## config.mk

```make
export PLATFORM = sky130hd
export DESIGN_NAME = ssd_bin2bcd_seq_flat
export DESIGN_NICKNAME = d
export VERILOG_FILES = /design/src/rtl/ssd_bin2bcd_seq_pkg.sv /design/src/rtl/ssd_bin2bcd_seq_if.sv /design/src/rtl/ssd_bin2bcd_seq_add3.sv /design/src/rtl/ssd_bin2bcd_seq.sv /design/src/flat_wrapper.sv
export SDC_FILE = /design/constraint.sdc
export NUM_CORES = 1
export LEC_CHECK = 0
export ABC_AREA = 1
export ABC_CLOCK_PERIOD_IN_PS = 1100
export CORE_UTILIZATION = 40
export CTS_BUF_LIST = sky130_fd_sc_hd__clkbuf_4
export CTS_CLUSTER_SIZE = 24
export DETAILED_ROUTE_END_ITERATION = 12
export DONT_BUFFER_PORTS = 1
export PLACE_DENSITY = 0.62
export SYNTH_ARGS = -nofsm -noshare
export SYNTH_HDL_FRONTEND = slang
export SYNTH_SLANG_ARGS = --single-unit
```

## constraint.sdc

```tcl
create_clock -name SSDClk -period 1.1 [get_ports SSDClk]
set_clock_uncertainty 0.05 [all_clocks]
set_input_delay 0.22 -clock SSDClk [delete_from_list [all_inputs] [get_ports SSDClk]]
set_output_delay 0.22 -clock SSDClk [all_outputs]
set_load 0.05 [all_outputs]
```

## src/rtl/ssd_bin2bcd_seq_pkg.sv

```systemverilog
// ssd_pkg: shared types and constants for the SSD binary-to-BCD converter.
//   state_t            converter FSM states
//   BCD_DIGIT_W        width of one packed BCD digit
//   ADD3_THRESH        digit value at which double-dabble adds 3
//   SSD_DIGITS_DEFAULT default number of display digits
//   bcd_max()          largest value representable in a given digit count
package ssd_pkg;

   typedef enum logic [1:0] {
      IDLE  = 2'd0,
      SHIFT = 2'd1,
      LOAD  = 2'd2
   } state_t;

   localparam int          BCD_DIGIT_W        = 4;
   localparam logic [3:0]  ADD3_THRESH        = 4'd5;
   localparam int          SSD_DIGITS_DEFAULT = 4;

   function automatic longint unsigned bcd_max(input int digits);
      longint unsigned v;
      v = 1;
      for (int i = 0; i < digits; i++) begin
         v = v * 10;
      end
      return v - 1;
   endfunction

endpackage

```

## src/rtl/ssd_bin2bcd_seq_if.sv

```systemverilog
// ssd_bin2bcd_seq_if: handshake and data bundle for ssd_bin2bcd_seq.
//   BinIn     binary value to convert (master -> slave)
//   start     conversion request, level-sensitive (master -> slave)
//   busy      conversion in progress (slave -> master)
//   done      one-cycle pulse when BcdOut updates (slave -> master)
//   BcdOut    packed BCD, digit 0 in [3:0] (slave -> master)
//   ovf       last accepted value did not fit in DIGITS digits
//   BlankMask leading-zero blanking mask, only with SSD_BIN2BCD_BLANK_EN
interface ssd_bin2bcd_seq_if #(
   parameter int WIDTH  = 13,
   parameter int DIGITS = 4
);
   logic [WIDTH-1:0]    BinIn;
   logic                start;
   logic                busy;
   logic                done;
   logic [4*DIGITS-1:0] BcdOut;
   logic                ovf;
`ifdef SSD_BIN2BCD_BLANK_EN
   logic [DIGITS-1:0]   BlankMask;
`endif

   modport master (
      output BinIn, start,
`ifdef SSD_BIN2BCD_BLANK_EN
      input  BlankMask,
`endif
      input  busy, done, BcdOut, ovf
   );

   modport slave (
      input  BinIn, start,
`ifdef SSD_BIN2BCD_BLANK_EN
      output BlankMask,
`endif
      output busy, done, BcdOut, ovf
   );

endinterface

```

## src/rtl/ssd_bin2bcd_seq_add3.sv

```systemverilog
// bcd_add3: combinational double-dabble digit correction.
//   digit_in  4-bit BCD digit before the shift
//   digit_out digit_in + 3 when digit_in >= 5, else digit_in
module bcd_add3
   import ssd_pkg::*;
(
   input  logic [BCD_DIGIT_W-1:0] digit_in,
   output logic [BCD_DIGIT_W-1:0] digit_out
);

   assign digit_out = (digit_in >= ADD3_THRESH) ? digit_in + 4'd3 : digit_in;

endmodule

```

## src/rtl/ssd_bin2bcd_seq.sv

```systemverilog
// ssd_bin2bcd_seq: sequential shift-and-add-3 binary to packed BCD converter
// feeding the four-digit seven-segment driver.
//   SSDClk  display-domain clock
//   rst     asynchronous active-low reset
//   bus     ssd_bin2bcd_seq_if.slave (BinIn/start in; busy/done/BcdOut/ovf out)
// Optional: SSD_BIN2BCD_BLANK_EN adds bus.BlankMask (leading-zero blanking).
//
// state | meaning
// IDLE  | waiting for start; BcdOut holds last result
// SHIFT | one add-3 + shift per cycle, WIDTH cycles
// LOAD  | publish scratch (or all 9s on overflow), pulse done
module ssd_bin2bcd_seq
   import ssd_pkg::*;
#(
   parameter int WIDTH  = 13,
   parameter int DIGITS = SSD_DIGITS_DEFAULT
) (
   input  logic SSDClk,
   input  logic rst,
   ssd_bin2bcd_seq_if.slave bus
);

   localparam int SCR_W = BCD_DIGIT_W * DIGITS;
   localparam int CNT_W = $clog2(WIDTH + 1);
   localparam longint unsigned MAX_VAL = bcd_max(DIGITS);

   state_t             state;
   logic [WIDTH-1:0]   shift_q;
   logic [SCR_W-1:0]   scratch_q;
   logic [SCR_W-1:0]   scratch_adj;
   logic [SCR_W+WIDTH-1:0] shifted;
   logic [CNT_W-1:0]   cnt_q;
   logic               ovf_pend;
   logic               busy_q;
   logic               done_q;
   logic [SCR_W-1:0]   bcd_q;
   logic               ovf_q;

   for (genvar g = 0; g < DIGITS; g++) begin : g_add3
      bcd_add3 u_add3 (
         .digit_in  (scratch_q[g*BCD_DIGIT_W +: BCD_DIGIT_W]),
         .digit_out (scratch_adj[g*BCD_DIGIT_W +: BCD_DIGIT_W])
      );
   end

   // Scratch and binary move as one word so the binary MSB lands in scratch bit 0.
   assign shifted = {scratch_adj, shift_q} << 1;

`ifdef SSD_BIN2BCD_BLANK_EN
   logic [DIGITS-1:0] blank_q;
   logic [DIGITS-1:0] blank_next;
   logic              zero_above;

   // Walk from the top digit down; bit 0 stays clear so zero still shows one digit.
   always_comb begin
      blank_next = '0;
      zero_above = 1'b1;
      for (int i = DIGITS - 1; i >= 0; i--) begin
         zero_above = zero_above && (scratch_q[i*BCD_DIGIT_W +: BCD_DIGIT_W] == '0);
         blank_next[i] = zero_above && (i != 0);
      end
   end

   assign bus.BlankMask = blank_q;
`endif

   always_ff @(posedge SSDClk or negedge rst) begin
      if (!rst) begin
         state     <= IDLE;
         shift_q   <= '0;
         scratch_q <= '0;
         cnt_q     <= '0;
         ovf_pend  <= 1'b0;
         busy_q    <= 1'b0;
         done_q    <= 1'b0;
         bcd_q     <= '0;
         ovf_q     <= 1'b0;
`ifdef SSD_BIN2BCD_BLANK_EN
         blank_q   <= '0;
`endif
      end else begin
         done_q <= 1'b0;
         case (state)
            IDLE: begin
               if (bus.start) begin
                  shift_q   <= bus.BinIn;
                  scratch_q <= '0;
                  cnt_q     <= CNT_W'(WIDTH);
                  // The binary is consumed by shifting, so decide overflow now.
                  ovf_pend  <= (64'(bus.BinIn) > MAX_VAL);
                  busy_q    <= 1'b1;
                  state     <= SHIFT;
               end
            end
            SHIFT: begin
               {scratch_q, shift_q} <= shifted;
               cnt_q <= cnt_q - 1'b1;
               if (cnt_q == CNT_W'(1)) begin
                  state <= LOAD;
               end
            end
            LOAD: begin
               bcd_q  <= ovf_pend ? {DIGITS{4'h9}} : scratch_q;
               ovf_q  <= ovf_pend;
               busy_q <= 1'b0;
               done_q <= 1'b1;
`ifdef SSD_BIN2BCD_BLANK_EN
               blank_q <= ovf_pend ? '0 : blank_next;
`endif
               state  <= IDLE;
            end
            default: state <= IDLE;
         endcase
      end
   end

   assign bus.busy   = busy_q;
   assign bus.done   = done_q;
   assign bus.BcdOut = bcd_q;
   assign bus.ovf    = ovf_q;

endmodule

```

## src/flat_wrapper.sv

```systemverilog
// flat-port wrapper written by rule: the top's interface ports become plain ports
module ssd_bin2bcd_seq_flat import ssd_pkg::*;
#(
   parameter int WIDTH  = 13,
   parameter int DIGITS = SSD_DIGITS_DEFAULT
)
  (SSDClk, rst, bus_BinIn, bus_start, bus_busy, bus_done, bus_BcdOut, bus_ovf);
  ssd_bin2bcd_seq_if #(.WIDTH(WIDTH), .DIGITS(DIGITS)) bus_i ();
  input  logic SSDClk;
  input  logic rst;
  input wire logic [$bits(bus_i.BinIn)-1:0] bus_BinIn;
  input wire logic [$bits(bus_i.start)-1:0] bus_start;
  output wire logic [$bits(bus_i.busy)-1:0] bus_busy;
  output wire logic [$bits(bus_i.done)-1:0] bus_done;
  output wire logic [$bits(bus_i.BcdOut)-1:0] bus_BcdOut;
  output wire logic [$bits(bus_i.ovf)-1:0] bus_ovf;
  assign bus_i.BinIn = bus_BinIn;
  assign bus_i.start = bus_start;
  assign bus_busy = bus_i.busy;
  assign bus_done = bus_i.done;
  assign bus_BcdOut = bus_i.BcdOut;
  assign bus_ovf = bus_i.ovf;
  ssd_bin2bcd_seq #(.WIDTH(WIDTH), .DIGITS(DIGITS)) u_core (.SSDClk(SSDClk), .rst(rst), .bus(bus_i));
endmodule
```

==> summary.md, run 1 <==
| Metric | Value |
|---|---|
| Multi-input logic area | 1390 µm² |
| Crit-path max FO | 9 |
| Cell Area, Placed | 3150 µm² |
| Detailed Place HPWL | 3.34 mm |
| Max stage delay on crit path | 510 ps |
| Chip height | 82.7 µm |
| R2R Path End | u_core.bus.BcdOut[2]$_DFFE_PN0P_ |
| Clock buffer depth | 2 |
| IO Pins | 35 |
| Cell depth of the worst flop-to-flop path | 6 |
| Worst path buffer plus inverter count | 3 |
| Seq/Total Area, Yosys | 51.0% |
| Most common cell after layout, fill and taps aside | nand2_1 |
| CTS tree | yes |
| Layout fillers | 511 |
| Most frequent cells in the layout | nand2_1 (58), dfrtp_1 (50), o21ai_1 (34), inv_1 (28), nand2_2 (28) |
| RR Startpoint | u_core.state[0]$_DFFE_PN0P_ |
| Syn Inst Count | 313 |
| Via count | 2309 |
| Crit-path leading delay family | flip-flops |
| Final Hold Viols | 53 |
| Maximum vdd drop | 1.78 mV |
| Worst EP arrival | 1500 ps |
| YS warnings | 0 |
| Status | finished, violations left |
| Synthesized Nets | 339 |
| Detail Route Antenna Nets | 0 |
| Critical path required time | 1320 ps |
| Root buffer cell | clkbuf_4 |
| Final RePlAce weighted congestion | 0.808 |
| Die width | 82.7 µm |
| Die area | 6830 µm² |
| Worst hold slack | -552 ps |
| Storage element area | 1330 µm² |
| Layout area overhead | 55.0% |
| First-pass GRT wire length | 9.35 mm |
| Largest area contributor in the netlist | dfrtp_1 |
| Cells along the critical path | buf_6, nor2_4, buf_12, inv_12, nand2_1, o21ai_1 |
| Post-synth cell types | 22 |
| Final design utilization | 63.9% |
| Core area | 6310 µm² |
| I/O Buffers | 0 |
| Congestion Overflow GR | 0 |
| Post-route cell area | 4030 µm² |
| DRC | 0 |
| Power per cell area | 3110 nW/µm² |
| Failing checks | hold timing, setup timing |
| Post-Syn Area | 2600 µm² |
| Top cell type's share of synthesized area | 51.0% |
| Slew Viols, Final | 0 |
| Vias in the first global route | 2065 |
| Endpoints failing setup | 70 |
| # Max-Cap Violations | 0 |
| Share of layout cells above drive strength 1 | 42.1% |
| Setup ws final | -178 ps |
| R2R Setup Slk | -180 ps |
| Pre-antenna DRT Iters | 4 |
| Total negative slack | -9010 ps |
| Initial core utilization | 41.2% |
| Maximum number of pins on one net before global-route repair | 54 |
| Minimum clock period | 1280 ps |
| # rows | 29 |
| Initial drt markers | 151 |
| CTS buffer count | 5 |
| H-tree Lvls | 2 |
| Diodes inserted | 0 |
| Crit path launch type | flip-flop |
| Critical Setup Path Class | reg2reg |
| Setup crit end kind | flip-flop |
| Max Freq | 783 MHz |
| Via density | 5.03 |
| Crit path from | u_core.state[0]$_DFFE_PN0P_ |
| P_leak | 1.96 nW |
| #FFs+latches synth | 53 |
| Synth area leaders | dfrtp_1 (51%), nand2_1 (14%), o21ai_1 (6.0%) |
| Total wire length | 6.37 mm |
| Routed len/inst | 13.9 µm |
| Critical-path top delay cell | dfrtp_2 |
| GRT Util Overall | 18.2% |
| # clock sinks | 53 |
| NumNets Final | 407 |
| Clk Latency, worst-skew pair | 390 ps |
| Clock transition at the registers of the reported paths | 160 ps |
| Hold Crit Class | in2async |
| Post-synthesis average cell area | 8.31 µm² |
| Initial antenna violation count | 0 |
| Place WS | -190 ps |
| Period utilization | 116% |
| Setup repair after global routing missed its margin | true |
-- cell usage after synthesis --
master    instances
o21ai_2           1
inv_1            40
o22ai_1           2
inv_2             3
buf_6             5
nand2_4           1
mux2i_1           1
o21bai_1          3
nand2_1          96
nor3_1            1
ha_1             10
buf_2             3
buf_4             4
o21ai_0          21
nor2_1            2
o21ai_1          31
dfrtp_1          53
nand3_1          25
conb_1            1
nor2_2            1
clkinv_2          1
nand4_1           8
-- area by class of cell --
type | count | area share (%)
Clock inverter | 3 | 1.02
Timing Repair Buffer | 70 | 22.5
Tap cell | 77 | 2.39
Inverter | 44 | 4.84
Multi-Input combinational cell | 204 | 34.5
Clock buffer | 5 | 0.931
Sequential cell | 53 | 33.0
Timing Repair inverter | 3 | 0.900
-- worst max-delay path by stage --
stage,end,cells after the start
detailed placement,u_core.shift_q[6]$_DFFE_PN0P_,5
global placement,u_core.bus.BcdOut[0]$_DFFE_PN0P_,4
global route,u_core.bus.BcdOut[1]$_DFFE_PN0P_,6
CTS,bus_BcdOut[3],1
floorplan,u_core.scratch_q[5]$_DFFE_PN0P_,7
finish,u_core.bus.BcdOut[2]$_DFFE_PN0P_,6
-- where the power goes --
part	switching [W]	total (W)	internal, W	leakage, nW
clock network	0.000646	0.00112	0.000471	0.0389
logic	0.00411	0.00790	0.00379	1.27
registers	0.000774	0.00355	0.00277	0.656
total	0.00553	0.0126	0.00703	1.96
-- kinds of logic after synthesis --
kind of cell / count (synthesis) / share of synthesized area [%]
and+or+nand+nor: 134 / 21.7
DFF: 53 / 51.0
AOI/OAI and AO/OA: 58 / 11.7
buffers and inverters: 56 / 10.3
other: 1 / 0.144
muxes: 1 / 0.385
adders and majority gates: 10 / 4.81
-- routing by layer --
| layer | vias to the layer above | GRT usage (%) | wire length [µm] |
|---|---|---|---|
| met3 | 13 | 3.30 | 160 |
| met5 | - | 0 | 0 |
| met4 | 0 | 5.69 | 137 |
| met1 | 1101 | 23.1 | 2770 |
| li1 | 1148 | - | - |
| met2 | 47 | 31.1 | 3300 |
-- sequential cells by signal (all words and copies together), names as in the netlist --
register and count:
u_core.shift_q 13, u_core.bus.done 1, u_core.state 2, u_core.bus.busy 1
u_core.cnt_q 4, u_core.scratch_q 16, u_core.bus.BcdOut 16
-- stage by stage --
step / cells / total power (W) / hold slack [ps]
after floorplan: 313 / 0.00708 / -126
after global placement: 415 / 0.00896 / -124
after detailed placement: 415 / 0.00914 / -124
after CTS: 446 / 0.0108 / -569
after global routing: 459 / 0.0135 / -588
final: 459 / 0.0126 / -552
-- what timing repair did --
action                                  4_1_cts  5_1_grt
gates resized for setup                      41       91
endpoints found under the setup margin       69       70
gates cloned                                  5        5
pin swaps                                     0       17
setup buffers                                 6        7
hold buffers                                 12        1
endpoints found under the hold margin        67       54
Note: power is estimated with default switching activity, not from simulation.
==> inputs of run 2 (changes only) <==
--- a/config.mk
+++ b/config.mk
@@ -7,12 +7,14 @@
 export LEC_CHECK = 0
 export ABC_AREA = 1
 export ABC_CLOCK_PERIOD_IN_PS = 1100
+export CAP_MARGIN = 20
 export CORE_UTILIZATION = 40
 export CTS_BUF_LIST = sky130_fd_sc_hd__clkbuf_4
 export CTS_CLUSTER_SIZE = 24
 export DETAILED_ROUTE_END_ITERATION = 12
 export DONT_BUFFER_PORTS = 1
 export PLACE_DENSITY = 0.62
+export SETUP_SLACK_MARGIN = 0.1
 export SYNTH_ARGS = -nofsm -noshare
 export SYNTH_HDL_FRONTEND = slang
 export SYNTH_SLANG_ARGS = --single-unit
==> summary.md, run 2 (synthesized netlist as in run 1, its figures left out) <==
| Metric | Value |
|---|---|
| Via density | 5.07 (+0.79%) |
| Critical path required time | 1310 ps (about the same) |
| Die area | 6830 µm² (unchanged) |
| Crit path launch type | flip-flop |
| Detail Route Antenna Nets | 0 (unchanged) |
| Chip height | 82.7 µm (unchanged) |
| CTS tree | yes |
| Initial antenna violation count | 0 (unchanged) |
| Routed len/inst | 14.5 µm (+4.6%) |
| Period utilization | 120% (+3.8 points) |
| Hold Crit Class | in2async |
| R2R Path End | u_core.bus.BcdOut[7]$_DFFE_PN0P_ |
| Minimum clock period | 1320 ps (+41.7 ps) |
| Place WS | -188 ps (+1.56 ps) |
| Clk Latency, worst-skew pair | 370 ps (-20 ps) |
| Most frequent cells in the layout | nand2_1 (50), dfrtp_1 (44), nand2_2 (33), buf_4 (32), o21ai_1 (29) |
| Detailed Place HPWL | 3.21 mm (-3.7%) |
| GRT Util Overall | 20.7% (+2.5 points) |
| H-tree Lvls | 2 (unchanged) |
| Cell depth of the worst flop-to-flop path | 6 (unchanged) |
| Crit-path max FO | 4 (-5) |
| Final Hold Viols | 53 (unchanged) |
| Sequential Power Share | 30.6% (+2.4 points) |
| Core area | 6310 µm² (unchanged) |
| # clock sinks | 53 (unchanged) |
| RR Startpoint | u_core.state[0]$_DFFE_PN0P_ |
| Vias in the first global route | 2221 (+7.6%) |
| NetSw | 0.00580 W (+4.8%) |
| Critical Setup Path Class | reg2reg |
| DRC | 0 (unchanged) |
| Failing checks | hold timing, setup timing |
| # rows | 29 (unchanged) |
| Worst EP arrival | 1530 ps (+30 ps) |
| CTS buffer count | 5 (unchanged) |
| Via count | 2378 (+3.0%) |
| Setup crit end kind | flip-flop |
| Total wire length | 6.81 mm (+6.9%) |
| Final RePlAce weighted congestion | 0.847 (+4.8%) |
| First-pass GRT wire length | 10.5 mm (+13%) |
| Endpoints failing setup | 70 (unchanged) |
| Pre-antenna DRT Iters | 4 (unchanged) |
| Most common cell after layout, fill and taps aside | nand2_1 |
| Layout area overhead | 60.1% |
| Status | finished, violations left |
| Clock network power share | 6.9% (-2.0 points) |
| Setup repair after global routing missed its margin | true |
| Root buffer cell | clkbuf_4 |
| Power Total | 0.0126 W (+0.34%) |
| Initial drt markers | 56 (-63%) |
| Combinational share of power | 62.4% (-0.5 points) |
| IO Pins | 35 (unchanged) |
| Power per cell area | 3030 nW/µm² (-2.9%) |
| Slew Viols, Final | 0 (unchanged) |
| Max Freq | 758 MHz (-3.2%) |
| P_leak | 2.00 nW (+2.0%) |
| Share of layout cells above drive strength 1 | 51.0% (+8.9 points) |
| NumNets Final | 417 (+2.5%) |
| Hold_buf cts | 10 (-2) |
| I/O Buffers | 0 (unchanged) |
| Clock buffer depth | 2 (unchanged) |
| Worst hold slack | -535 ps (+16.7 ps) |
| Congestion Overflow GR | 0 (unchanged) |
| Initial core utilization | 41.2% (unchanged) |
| Maximum number of pins on one net before global-route repair | 54 (unchanged) |
| R2R Setup Slk | -220 ps (-40 ps) |
| Maximum vdd drop | 2.11 mV (+18%) |
| Internal | 0.00681 W (-3.2%) |
| Setup ws final | -219 ps (-41.7 ps) |
| # Max-Cap Violations | 0 (unchanged) |
| Die width | 82.7 µm (unchanged) |
| Clock transition at the registers of the reported paths | 160 ps (about the same) |
| Diodes inserted | 0 (unchanged) |
| Sw Share | 46.0% (+2.0 points) |
-- run 2: changes by cell type in the layout (fill, tap and decap cells not counted), sizes merged --
cell	delta
buf	+9
bufinv	-1
clkbuf	-2
clkinv	+4
clkinvlp	-1
dlygate4sd3	-3
inv	+3
nand2	+1
-- run 2: power groups by stage --
stage,clock network [W],logic [W],registers [W]
4_1_cts,0.000906,0.00671,0.00375
2_1_floorplan,0,0.00313,0.00408
3_5_place_dp,0,0.00503,0.00372
6_report,0.000874,0.00787,0.00386
5_1_grt,0.000978,0.00858,0.00397
3_3_place_gp,0,0.00491,0.00370
-- run 2: worst max-delay path by stage --
stage | startpoint | endpoint | slack [ps]
6_report | u_core.state[0]$_DFFE_PN0P_ | u_core.bus.BcdOut[7]$_DFFE_PN0P_ | -220
2_1_floorplan | u_core.scratch_q[4]$_DFFE_PN0P_ | u_core.scratch_q[5]$_DFFE_PN0P_ | 0.1
4_1_cts | u_core.bus.BcdOut[11]$_DFFE_PN0P_ | bus_BcdOut[11] | -160
3_5_place_dp | u_core.state[1]$_DFFE_PN0P_ | u_core.scratch_q[0]$_DFFE_PN0P_ | -190
3_3_place_gp | u_core.state[1]$_DFFE_PN0P_ | u_core.bus.BcdOut[11]$_DFFE_PN0P_ | -150
5_1_grt | u_core.state[0]$_DFFE_PN0P_ | u_core.bus.BcdOut[9]$_DFFE_PN0P_ | -250
-- run 2: layer usage --
metal,routed length (µm),up-vias,GRT usage (%)
met5,0,-,0
met4,74,0,7.59
met3,186,6,4.29
met2,3600,49,35.1
met1,2960,1152,25.8
li1,-,1171,-
-- run 2: metrics by stage --
step / hold slack, ps / area [µm²] / cells / TNS [ps] / util [%]
6_report: -535 / 4170 / 469 / -9740 / 66.0
5_1_grt: -577 / 4170 / 469 / -13100 / 66.0
4_1_cts: -552 / 3820 / 460 / -7460 / 60.5
3_5_place_dp: -124 / 3050 / 412 / -6320 / 48.4
3_3_place_gp: -124 / 3050 / 412 / -5160 / 48.4
2_1_floorplan: -126 / 2720 / 313 / 0 / -
-- run 2: area by class of cell --
class / count / area (µm²)
timing repair inverter: 9 / 114
inverter: 44 / 208
fill: 473 / 2150
sequential: 53 / 1340
clock inverter: 2 / 10.0
multi-input combinational: 205 / 1490
clock buffer: 6 / 45.0
timing repair buffer: 73 / 870
tap: 77 / 96.3
-- run 2: worst max-delay path, cell delays in order (launching register included) --
cell and delay, ps:
dfrtp_2 520, buf_6 150, nor2_4 150, buf_12 190
inv_8 50, nand2_1 50, o21ai_1 50
-- run 2: timing repair --
action	4_1_cts	5_1_grt
pin swaps	19	24
gates resized for setup	95	66
buffers inserted	17	10
hold endpoints to repair	66	53
endpoints found under the setup margin	69	71
gates cloned	13	1
